--- config.mk ---
export PLATFORM = sky130hd
export DESIGN_NAME = eth_serdes_rx_slip
export DESIGN_NICKNAME = d
export VERILOG_FILES = /design/src/rtl/eth_serdes_rx_slip.sv
export SDC_FILE = /design/constraint.sdc
export NUM_CORES = 1
export LEC_CHECK = 0
export CAP_MARGIN = 5
export CORE_MARGIN = 3
export CORE_UTILIZATION = 35
export CTS_CLUSTER_DIAMETER = 30
export DETAILED_ROUTE_END_ITERATION = 16
export PLACE_DENSITY = 0.54
export SYNTH_ARGS = -nofsm -noshare
export SYNTH_HDL_FRONTEND = slang
export SYNTH_SLANG_ARGS = --single-unit
--- constraint.sdc ---
create_clock -name clk -period 6.6 [get_ports clk]
set_input_delay 1.32 -clock clk [delete_from_list [all_inputs] [get_ports clk]]
set_output_delay 1.32 -clock clk [all_outputs]
set_load 0.02 [all_outputs]
--- src/rtl/eth_serdes_rx_slip.sv ---
// rtl/eth_serdes_rx_slip.sv - bitslip responder aligning raw transceiver words for the 10G PHY receiver (optional stats: ETH_SERDES_RX_SLIP_STATS_EN)

module eth_serdes_rx_slip #(
    parameter int FRAME_WIDTH        = 66,
    parameter int OFFSET_WIDTH       = 7,
    parameter int SLIP_SETTLE_CYCLES = 4,
    parameter int RESET_HOLD_CYCLES  = 16
) (
    input  logic                    clk,
    input  logic                    rst_n,
    input  logic [FRAME_WIDTH-1:0]  gt_rx_data,
    input  logic                    gt_rx_valid,
    output logic [FRAME_WIDTH-1:0]  serdes_rx,
    output logic                    serdes_rx_valid,
    input  logic                    serdes_rx_bitslip,
    input  logic                    serdes_rx_reset_req,
    output logic [OFFSET_WIDTH-1:0] slip_offset,
    output logic                    slip_busy
`ifdef ETH_SERDES_RX_SLIP_STATS_EN
    ,
    output logic [15:0]             slip_count,
    output logic [0:0]              slip_wrap
`endif
);

    localparam int SETTLE_W = $clog2(SLIP_SETTLE_CYCLES + 1);
    localparam int HOLD_W   = $clog2(RESET_HOLD_CYCLES + 1);
    localparam logic [OFFSET_WIDTH-1:0] LAST_OFFSET = OFFSET_WIDTH'(FRAME_WIDTH - 1);

    typedef enum logic [1:0] {
        ST_IDLE,
        ST_SETTLE,
        ST_HOLD
    } state_t;

    state_t                  state_q, state_d;
    logic [OFFSET_WIDTH-1:0] offset_q, offset_d;
    logic [SETTLE_W-1:0]     settle_q, settle_d;
    logic [HOLD_W-1:0]       hold_q, hold_d;
    logic                    bitslip_q;
    logic [FRAME_WIDTH-1:0]  prev_q, cur_q;
    logic [FRAME_WIDTH-1:0]  rx_data_q;
    logic                    rx_valid_q;
    logic                    slip_edge;
    logic                    blank;
    logic [FRAME_WIDTH-1:0]  window;

    assign slip_edge = serdes_rx_bitslip & ~bitslip_q;
    // The output stays blanked on the cycle the reset request arrives and for
    // every cycle the FSM sits in HOLD, including the one it leaves HOLD on.
    assign blank     = serdes_rx_reset_req | (state_q == ST_HOLD);
    // Offset 0 selects prev as-is; higher offsets pull bits in from cur.
    assign window    = FRAME_WIDTH'({cur_q, prev_q} >> offset_q);

    // Next-state logic: reset request overrides everything, slips only accepted in IDLE
    always_comb begin
        state_d  = state_q;
        offset_d = offset_q;
        settle_d = settle_q;
        hold_d   = hold_q;
        if (serdes_rx_reset_req) begin
            state_d  = ST_HOLD;
            offset_d = '0;
            settle_d = '0;
            hold_d   = HOLD_W'(RESET_HOLD_CYCLES);
        end else begin
            case (state_q)
                ST_IDLE: begin
                    if (slip_edge) begin
                        offset_d = (offset_q == LAST_OFFSET) ? '0 : offset_q + OFFSET_WIDTH'(1);
                        settle_d = SETTLE_W'(SLIP_SETTLE_CYCLES);
                        state_d  = ST_SETTLE;
                    end
                end
                ST_SETTLE: begin
                    if (settle_q <= SETTLE_W'(1)) begin
                        settle_d = '0;
                        state_d  = ST_IDLE;
                    end else begin
                        settle_d = settle_q - SETTLE_W'(1);
                    end
                end
                ST_HOLD: begin
                    if (hold_q <= HOLD_W'(1)) begin
                        hold_d  = '0;
                        state_d = ST_IDLE;
                    end else begin
                        hold_d = hold_q - HOLD_W'(1);
                    end
                end
                default: state_d = ST_IDLE;
            endcase
        end
    end

    // FSM, offset, counters and bitslip edge history
    always_ff @(posedge clk or negedge rst_n) begin
        if (!rst_n) begin
            state_q   <= ST_IDLE;
            offset_q  <= '0;
            settle_q  <= '0;
            hold_q    <= '0;
            bitslip_q <= 1'b0;
        end else begin
            state_q   <= state_d;
            offset_q  <= offset_d;
            settle_q  <= settle_d;
            hold_q    <= hold_d;
            bitslip_q <= serdes_rx_bitslip;
        end
    end

    // Two-word shift buffer and registered window output
    always_ff @(posedge clk or negedge rst_n) begin
        if (!rst_n) begin
            prev_q     <= '0;
            cur_q      <= '0;
            rx_data_q  <= '0;
            rx_valid_q <= 1'b0;
        end else begin
            if (gt_rx_valid) begin
                prev_q <= cur_q;
                cur_q  <= gt_rx_data;
            end
            rx_data_q  <= blank ? '0 : window;
            rx_valid_q <= blank ? 1'b0 : gt_rx_valid;
        end
    end

    assign serdes_rx       = rx_data_q;
    assign serdes_rx_valid = rx_valid_q;
    assign slip_offset     = offset_q;
    assign slip_busy       = (state_q != ST_IDLE);

`ifdef ETH_SERDES_RX_SLIP_STATS_EN
    logic        slip_accept;
    logic [15:0] slip_count_q;
    logic        slip_wrap_q;

    assign slip_accept = (state_q == ST_IDLE) & slip_edge & ~serdes_rx_reset_req;

    // Saturating accepted-slip counter and wrap pulse; cleared by a reset request
    always_ff @(posedge clk or negedge rst_n) begin
        if (!rst_n) begin
            slip_count_q <= '0;
            slip_wrap_q  <= 1'b0;
        end else begin
            slip_wrap_q <= slip_accept & (offset_q == LAST_OFFSET);
            if (serdes_rx_reset_req) begin
                slip_count_q <= '0;
            end else if (slip_accept && slip_count_q != 16'hFFFF) begin
                slip_count_q <= slip_count_q + 16'd1;
            end
        end
    end

    assign slip_count = slip_count_q;
    assign slip_wrap  = slip_wrap_q;
`endif

endmodule

==> impl_metrics.csv, run 1 <==
group,metric,value,unit
status,outcome,"complete, no violations",
cts,cts_buffers,56,
critical_path,regToRegEndpoint,"serdes_rx[7]",
logic_synthesis,synth-edff-count,0,
final_layout,nets,1569,
logic_synthesis,synth_top_family_by_area,"multiplexers",
logic_synthesis,syn_inst,1383,
critical_path,worstPathMaxFanout,74,
cts,postCtsSetupBuffers,0,
cts,cts.path.max_buffers,3,
logic_synthesis,synth_cell_type_count,61,
detailed_routing,dr.pass1.iters,5,
final_layout,instances_no_fill,2133,
sta,max_clock_freq,262.2,MHz
logic_synthesis,synth_top_cell_by_area,"dfrtp_1",
logic_synthesis,synth.most_common_cell,"mux2_2",
cts,cts_tree,"yes",
die,dieArea,0.04932,mm2
sta,final.setup.tns,0,ps
power,vdd_drop_max,0.2203,mV
grt,antenna_found_initial,0,
grt,gr-usage-all-layers,24.60,%
detailed_routing,drc,0,
min_path,worst_hold_path.num_cells,1,
logic_synthesis,synth_commonest_cells,"249 x mux2_2, 217 x dfrtp_1, 149 x mux2i_1",
final_layout,syn2layout_area_growth,22.70,%
place,dpl.cell_count,2033,
logic_synthesis,synthSimpleGateAreaFrac,5.796,%
cts,htreeDepth,2,
detailed_routing,wl_per_cell,28.89,um
final_layout,antenna_cells,0,
final_layout,layout-drive-gt1-share,33.66,%
detailed_routing,wl,61620,um
die,die_h,222.1,um
place,io_buffers,145,
logic_synthesis,ys_seq_area_share,33.23,%
logic_synthesis,synth_area,0.01634,mm2
die,row_count,78,
critical_path,end_kind,"flip-flop",
die,start_util,35.70,%
power,p_leak,8.250,nW
critical_path,required,7070,ps
min_path,min_from,"hold_q[4]",
sta,period_needed,3813,ps
grt,grt_pass1_vias,13250,
place,gp_congestion,0.9749,
sta,finalHoldViolCount,0,
min_path,whs_endpoint,"hold_q[4]",
place,place_area,0.01817,mm2
power,powerDensity,285.0,mW/mm2
min_path,hold_path.class,"flip-flop to flip-flop",
critical_path,reg2reg_depth,7,
final_layout,final_util,43.80,%
detailed_routing,ant_nets,0,
critical_path,r2r_setup_slack,2790,ps
cts,clk_pin_slew,50,ps
cts,cts_root_buffer,"clkbuf_16",
detailed_routing,initialDrtViolationCount,1656,
sta,worst_pin_slew,1341,ps
logic_synthesis,synth-main-ff-cell,"dfrtp_1",
place,dp.final_hpwl,46660,um
critical_path,critPathLaunchType,"flip-flop",
grt,grt_pass1_wl,92200,um
die,io_pins,146,
logic_synthesis,yosys-top-cells-area,"dfrtp_1 33%, mux4_2 19%, mux2_2 17%",
critical_path,arrival,4280,ps
logic_synthesis,yosysTopAreaCellShare,33.23,%
critical_path,critical_path_class,"flip-flop to flip-flop",
logic_synthesis,synth_warnings,0,
cts,cts_sinks,217,
final_layout,stdcell_area,0.02005,mm2
logic_synthesis,ys_async_sr_fraction,100.0,%
logic_synthesis,avgSynthCellArea,11.82,um2
detailed_routing,viasPerCell,6.293,
sta,finalMaxSlewViolations,0,
sta,rsz0062_at_grt,"false",
die,fp.coreArea,0.04577,mm2
flow_run,cap_violations,0,
cts,cts-resized-gates,0,
detailed_routing,vias,13420,
sta,fin_crit_sh,57.78,%
critical_path,r2r_start,"slip_offset[2]",
logic_synthesis,synthAdderAreaFrac,0.4594,%
die,die_x,222.1,um
logic_synthesis,synth_nets,1460,
logic_synthesis,synth-compound-area-share,11.14,%
sta,fin_skew,22.36,ps
grt,grt_max_degree,109,
sta,whs,490.7,ps
logic_synthesis,ys_ff_latch,217,
cts,clk_latency,590,ps
logic_synthesis,synthXorXnorAreaFrac,0.2680,%
grt,grt_overflow_total,0,
logic_synthesis,synth_mux_area_share,45.31,%
sta,setup_viol,0,
sta,slew_headroom,10.27,%
cts,holdBufCountCts,0,
[power by group]
group	total [mW]	internal, mW	switching (mW)
logic	1.35	0.626	0.727
registers	1.69	1.48	0.211
clock network	2.67	1.86	0.812
[flip-flops by register name, summed over array words and instances (netlist names)]
signal / count
cur_q: 66
prev_q: 66
bitslip_q: 1
settle_q: 3
state_q: 2
serdes_rx: 66
hold_q: 5
serdes_rx_valid: 1
slip_offset: 7
[worst max-delay path, stage by stage, from the launching register on]
cell     delay (ps)
dfrtp_4         860
buf_4           840
mux4_2          610
mux2_1          360
mux2i_1         320
mux2i_1         150
a22o_1          240
a211o_1         260
[metal layers]
| metal | vias to the layer above | part of all wire [%] | track usage, % |
|---|---|---|---|
| li1 | 5695 | - | - |
| met1 | 6769 | 44 | 36.20 |
| met2 | 811 | 43 | 36.02 |
| met3 | 147 | 9.3 | 4.806 |
| met4 | 0 | 3.9 | 8.772 |
| met5 | - | 0 | 0 |
[layout by cell type (no fill, tap or decap), types with 8 or more instances in the layout]
cell type and instances:
nand2_1 78, mux2i_1 149, dfrtp_1 213, buf_4 22, o21ai_0 48, nand2b_1 10, nand3_1 10, mux4_2 135
nor2_1 82, o211ai_1 11, o21ai_1 16, a21oi_1 24, o221ai_1 14, mux2_2 249, inv_1 9, o22ai_1 59
clkdlybuf4s50_1 143, clkinv_2 14, nor3_1 12, a211oi_1 15, a221o_1 10, a22oi_1 23, clkinvlp_4 8, clkbuf_16 57
[cell type report]
class                      instances  area, um2
fill                            4293      25720
multi-input combinational       1036      10290
sequential                       217       5440
timing repair buffer             168       1639
clock buffer                      68       1528
tap                              600      750.7
clock inverter                    31      347.8
inverter                          13      53.80
[kinds of logic after synthesis]
family,after synthesis
XOR/XNOR,5
AND/OR/NAND/NOR,218
AO/OA/AOI/OAI,268
flip-flops,217
multiplexers,539
buffers and inverters,130
adder cells (fa/ha/maj),6
[how the worst max path moves through the flow]
stage / end / startpoint
3_5_place_dp: serdes_rx[9] / serdes_rx_reset_req
6_report: serdes_rx[7] / slip_offset[2]
4_1_cts: serdes_rx[7] / slip_offset[2]
5_1_grt: serdes_rx[6] / slip_offset[0]
2_1_floorplan: slip_offset[6] / serdes_rx_bitslip
3_3_place_gp: serdes_rx[1] / serdes_rx_reset_req
[through the flow]
| stage | power [mW] | setup slack, ps |
|---|---|---|
| 2_1_floorplan | 2.463 | 3715 |
| 3_3_place_gp | 3.020 | 2571 |
| 3_5_place_dp | 3.024 | 2541 |
| 4_1_cts | 5.738 | 2920 |
| 5_1_grt | 5.940 | 2708 |
| 6_report | 5.714 | 2787 |
Power figures use the tool's default switching activity.
==> run 2, diff against run 1 <==
- PLACE_DENSITY: 0.54 -> 0.56
- clock period: 6.6 -> 3.1 ns (I/O delays scaled with it)
==> impl_metrics.csv, run 2 (same netlist as run 1, synthesis figures left out) <==
group,metric,value,unit
die,fp.coreArea,0.04577,mm2
sta,max_clock_freq,335.8,MHz
cts,holdBufCountCts,0,
critical_path,worstPathMaxFanout,21,
critical_path,cp_cell_sequence,"buf_12 -> buf_4 -> mux4_2 -> mux2_2 -> mux2i_1 -> o21ai_1 -> a21oi_1 -> o22ai_1",
die,start_util,35.70,%
cts,cts_root_buffer,"clkbuf_16",
sta,setup_viol,0,
die,io_pins,146,
flow_run,cap_violations,0,
sta,rsz0062_at_grt,"false",
final_layout,layout_commonest_cell,"mux2_2",
sta,period_needed,2978,ps
place,dpl.cell_count,2125,
grt,grt_overflow_total,0,
critical_path,arrival,3420,ps
place,io_buffers,145,
sta,finalMaxSlewViolations,0,
cts,cts.path.max_buffers,3,
detailed_routing,drc,0,
min_path,hold_path.class,"input port to asynchronous set/reset pin",
die,row_count,78,
grt,grt_pass1_vias,13650,
critical_path,required,3540,ps
detailed_routing,viasPerCell,6.264,
cts,cts_buffers,47,
critical_path,crit_cells,8,
critical_path,cp.buffers_inverters,2,
final_layout,layout_common_cells,"249 x mux2_2, 213 x dfrtp_1, 149 x mux2i_1, 143 x clkdlybuf4s50_1, 135 x mux4_2",
power,p_leak,8.614,nW
grt,gr-usage-all-layers,24.98,%
final_layout,syn2layout_area_growth,26.36,%
sta,slew_headroom,32.44,%
cts,cts_tree,"yes",
critical_path,end_kind,"flip-flop",
critical_path,reg2reg_depth,8,
sta,final.setup.tns,0,ps
die,dieArea,0.04932,mm2
cts,htreeDepth,2,
die,die_x,222.1,um
sta,finalHoldViolCount,0,
place,gp_congestion,0.9858,
grt,grt-busiest-layer,"met2",
cts,cts-resized-gates,0,
grt,use_met3,5.389,%
grt,met2_usage,36.55,%
power,power.internal,7.928,mW
detailed_routing,vias,13830,
final_layout,instances_no_fill,2208,
final_layout,layout-drive-gt1-share,36.75,%
place,dp.final_hpwl,49570,um
detailed_routing,wl_per_cell,28.50,um
final_layout,antenna_cells,0,
grt,grt_max_degree,72,
grt,grt_pass1_wl,93320,um
sta,worst_pin_slew,1010,ps
die,die_h,222.1,um
critical_path,path_delay_family,"multiplexers",
place,place_area,0.01904,mm2
sta,fin_crit_sh,96.07,%
status,outcome,"complete, no violations",
grt,use_met1,35.22,%
detailed_routing,dr.pass1.iters,5,
cts,clk_latency,570,ps
critical_path,critPathLaunchType,"flip-flop",
power,pwr-share-clk,42.8,%
place,pre_cts_ws,184.6,ps
sta,whs,21.00,ps
power,switchingPower,3.638,mW
critical_path,critical_path_class,"flip-flop to flip-flop",
power,switching_share,31.45,%
power,p_seq_share,31.3,%
detailed_routing,ant_nets,0,
cts,postCtsSetupBuffers,0,
cts,clk_pin_slew,50,ps
power,vdd_drop_max,0.3913,mV
final_layout,stdcell_area,0.02065,mm2
final_layout,nets,1651,
final_layout,final_util,45.11,%
detailed_routing,initialDrtViolationCount,1492,
power,comb_power_share,25.9,%
cts,cts_sinks,217,
sta,fin_skew,15.11,ps
sta,setup_slack,121.8,ps
critical_path,max_stage_delay,530,ps
power,finalPower,11.57,mW
critical_path,slowest_stage,"dfrtp_4",
grt,antenna_found_initial,0,
detailed_routing,wl,62930,um
power,powerDensity,560.2,mW/mm2
[run 2: cell types whose count changed in the layout (fill, tap and decap cells not counted), sizes merged]
cell	before	now
buf	24	116
clkinvlp	8	5
bufinv	6	5
clkinv	15	13
clkbuf	69	58
[run 2: layer usage]
metal  up-vias  wire [um]
met1      7037      26990
met5         -          0
met4         0       3337
met3       147       5684
li1       5853          -
met2       794      26920
[run 2: layout make-up]
class / instances / area (um2)
fillers: 4216 / 25120
clock buffers: 58 / 1277
repair buffers: 259 / 2510
flip-flops and latches: 217 / 5440
well taps: 600 / 750.7
clock inverters: 25 / 325.3
multi-input cells: 1036 / 10290
inverters: 13 / 53.80
[run 2: worst paths after layout]
kind,from,to,slack [ps]
min in group clk,hold_q[4],hold_q[4],490
setup reg to reg,slip_offset[0],serdes_rx[65],120
hold reg to reg,hold_q[4],hold_q[4],490
setup / recovery,slip_offset[0],serdes_rx[65],120
max in group asynchronous,rst_n,serdes_rx[65],2310
hold / removal,rst_n,cur_q[47],20
[run 2: power groups by stage]
stage | combinational, mW | sequential [mW] | clock (mW)
4_1_cts | 2.94 | 3.61 | 5.06
5_1_grt | 3.16 | 3.66 | 5.20
3_3_place_gp | 2.91 | 3.64 | 0
3_5_place_dp | 2.92 | 3.65 | 0
2_1_floorplan | 1.73 | 3.51 | 0
6_report | 3.00 | 3.62 | 4.95
[run 2: worst reg2reg max path, delay by kind of cell (launching register included)]
kind / cells / cell delay (ps)
AO/OA/AOI/OAI: 3 / 590
multiplexers: 3 / 1320
flip-flops: 1 / 530
buffers and inverters: 2 / 410
==> run 3, diff against run 2 <==
- CORE_UTILIZATION: 35 -> 30
- PLACE_DENSITY: 0.56 -> 0.5
==> impl_metrics.csv, run 3 (same netlist as run 1, synthesis figures left out) <==
group,metric,value,unit
status,outcome,"complete, no violations",
power,vdd_drop_max,0.3558,mV
sta,setup_viol,0,
die,start_util,30.73,%
flow_run,cap_violations,0,
die,die_h,239.4,um
place,io_buffers,145,
critical_path,arrival,3390,ps
final_layout,stdcell_area,0.02108,mm2
power,finalPower,12.50,mW
detailed_routing,vias,13810,
grt,grt_overflow_total,0,
power,switching_share,31.26,%
detailed_routing,dr.pass1.iters,7,
final_layout,antenna_cells,0,
place,pre_cts_ws,-87.16,ps
power,p_seq_share,29.0,%
critical_path,critPathLaunchType,"flip-flop",
final_layout,syn2layout_area_growth,29.00,%
critical_path,worstPathMaxFanout,28,
final_layout,final_util,39.64,%
detailed_routing,ant_nets,0,
grt,grt_pass1_wl,97180,um
power,pwr-share-clk,46.8,%
sta,finalMaxSlewViolations,0,
final_layout,instances_no_fill,2312,
sta,setup_slack,120.7,ps
final_layout,layout_common_cells,"249 x mux2_2, 213 x dfrtp_1, 148 x mux2i_1, 142 x clkdlybuf4s50_1, 135 x mux4_2",
sta,whs,499.6,ps
sta,rsz0062_at_grt,"false",
die,dieArea,0.05731,mm2
cts,cts.path.max_buffers,3,
final_layout,layout-drive-gt1-share,37.13,%
die,fp.coreArea,0.05318,mm2
min_path,min_from,"hold_q[4]",
die,io_pins,146,
grt,grt_max_degree,70,
critical_path,end_kind,"flip-flop",
cts,cts_buffers,55,
cts,clk_latency,600,ps
cts,cts_tree,"yes",
grt,antenna_found_initial,0,
place,dp.final_hpwl,52420,um
critical_path,required,3510,ps
sta,fin_skew,28.14,ps
detailed_routing,wl,66190,um
place,gp_congestion,0.9619,
grt,gr-usage-all-layers,22.95,%
place,place_area,0.01911,mm2
power,p_leak,8.770,nW
detailed_routing,viasPerCell,5.972,
detailed_routing,initialDrtViolationCount,1475,
critical_path,critical_path_class,"flip-flop to flip-flop",
power,comb_power_share,24.2,%
cts,cts_sinks,217,
sta,finalHoldViolCount,0,
die,row_count,84,
final_layout,nets,1654,
sta,max_clock_freq,335.6,MHz
sta,fin_crit_sh,96.11,%
power,powerDensity,593.1,mW/mm2
detailed_routing,drc,0,
cts,clk_pin_slew,50,ps
power,switchingPower,3.908,mW
min_path,hold_path.class,"flip-flop to flip-flop",
place,dpl.cell_count,2207,
die,die_x,239.4,um
final_layout,layout_commonest_cell,"mux2_2",
power,power.internal,8.593,mW
critical_path,cp-startpoint,"slip_offset[0]",
sta,worst_pin_slew,844.7,ps
sta,period_needed,2979,ps
cts,htreeDepth,2,
grt,grt_pass1_vias,13760,
critical_path,r2r_start,"slip_offset[0]",
detailed_routing,wl_per_cell,28.63,um
cts,postCtsSetupBuffers,0,
sta,slew_headroom,43.48,%
cts,cts_root_buffer,"clkbuf_16",
sta,final.setup.tns,0,ps
-- run 3: worst paths after layout --
kind / endpoint / slack, ps / cells past startpoint
min in group asynchronous: state_q[1] / 580 / 2
min reg2reg: hold_q[4] / 500 / 1
max: serdes_rx[1] / 120 / 9
max in group asynchronous: cur_q[32] / 1740 / 3
min: hold_q[4] / 500 / 1
max reg2reg: serdes_rx[1] / 120 / 9
-- run 3: power groups by stage --
| stage | registers [mW] | clock network [mW] | logic (mW) |
|---|---|---|---|
| floorplan | 3.51 | 0 | 1.73 |
| global placement | 3.65 | 0 | 2.94 |
| detailed placement | 3.65 | 0 | 2.95 |
| CTS | 3.61 | 5.97 | 2.98 |
| global route | 3.67 | 6.14 | 3.19 |
| finish | 3.63 | 5.84 | 3.03 |
-- run 3: cell type report --
type                       count  area [um2]
clock inverter                34       431.7
inverter                      13       53.80
sequential                   217        5440
multi-input combinational   1036       10310
timing repair buffer         254        2485
clock buffer                  70        1493
fill                        5067       32100
tap                          688       860.8
-- run 3: worst max-delay path, stage by stage (launching register included) --
cell and delay, ps:
dfrtp_4 540, buf_16 250, buf_4 210, mux4_2 520
mux2_2 330, mux2i_4 260, buf_4 160, a221o_1 180
a21boi_1 160, o221ai_1 200
-- run 3: what timing repair did --
item / 4_1_cts / 5_1_grt
pin swaps: 0 / 0
gates cloned: 0 / 0
setup endpoints to repair: 1 / 3
endpoints found under the hold margin: 11 / 0
resized for setup: 1 / 4
hold buffers: 1 / 0
-- run 3: routing by layer --
metal / GRT usage [%] / wire [um] / vias up
met5: 0 / 0 / -
met1: 32.36 / 28740 / 7042
met3: 4.076 / 5175 / 122
met4: 8.430 / 2600 / 0
li1: - / - / 5904
met2: 35.39 / 29680 / 740
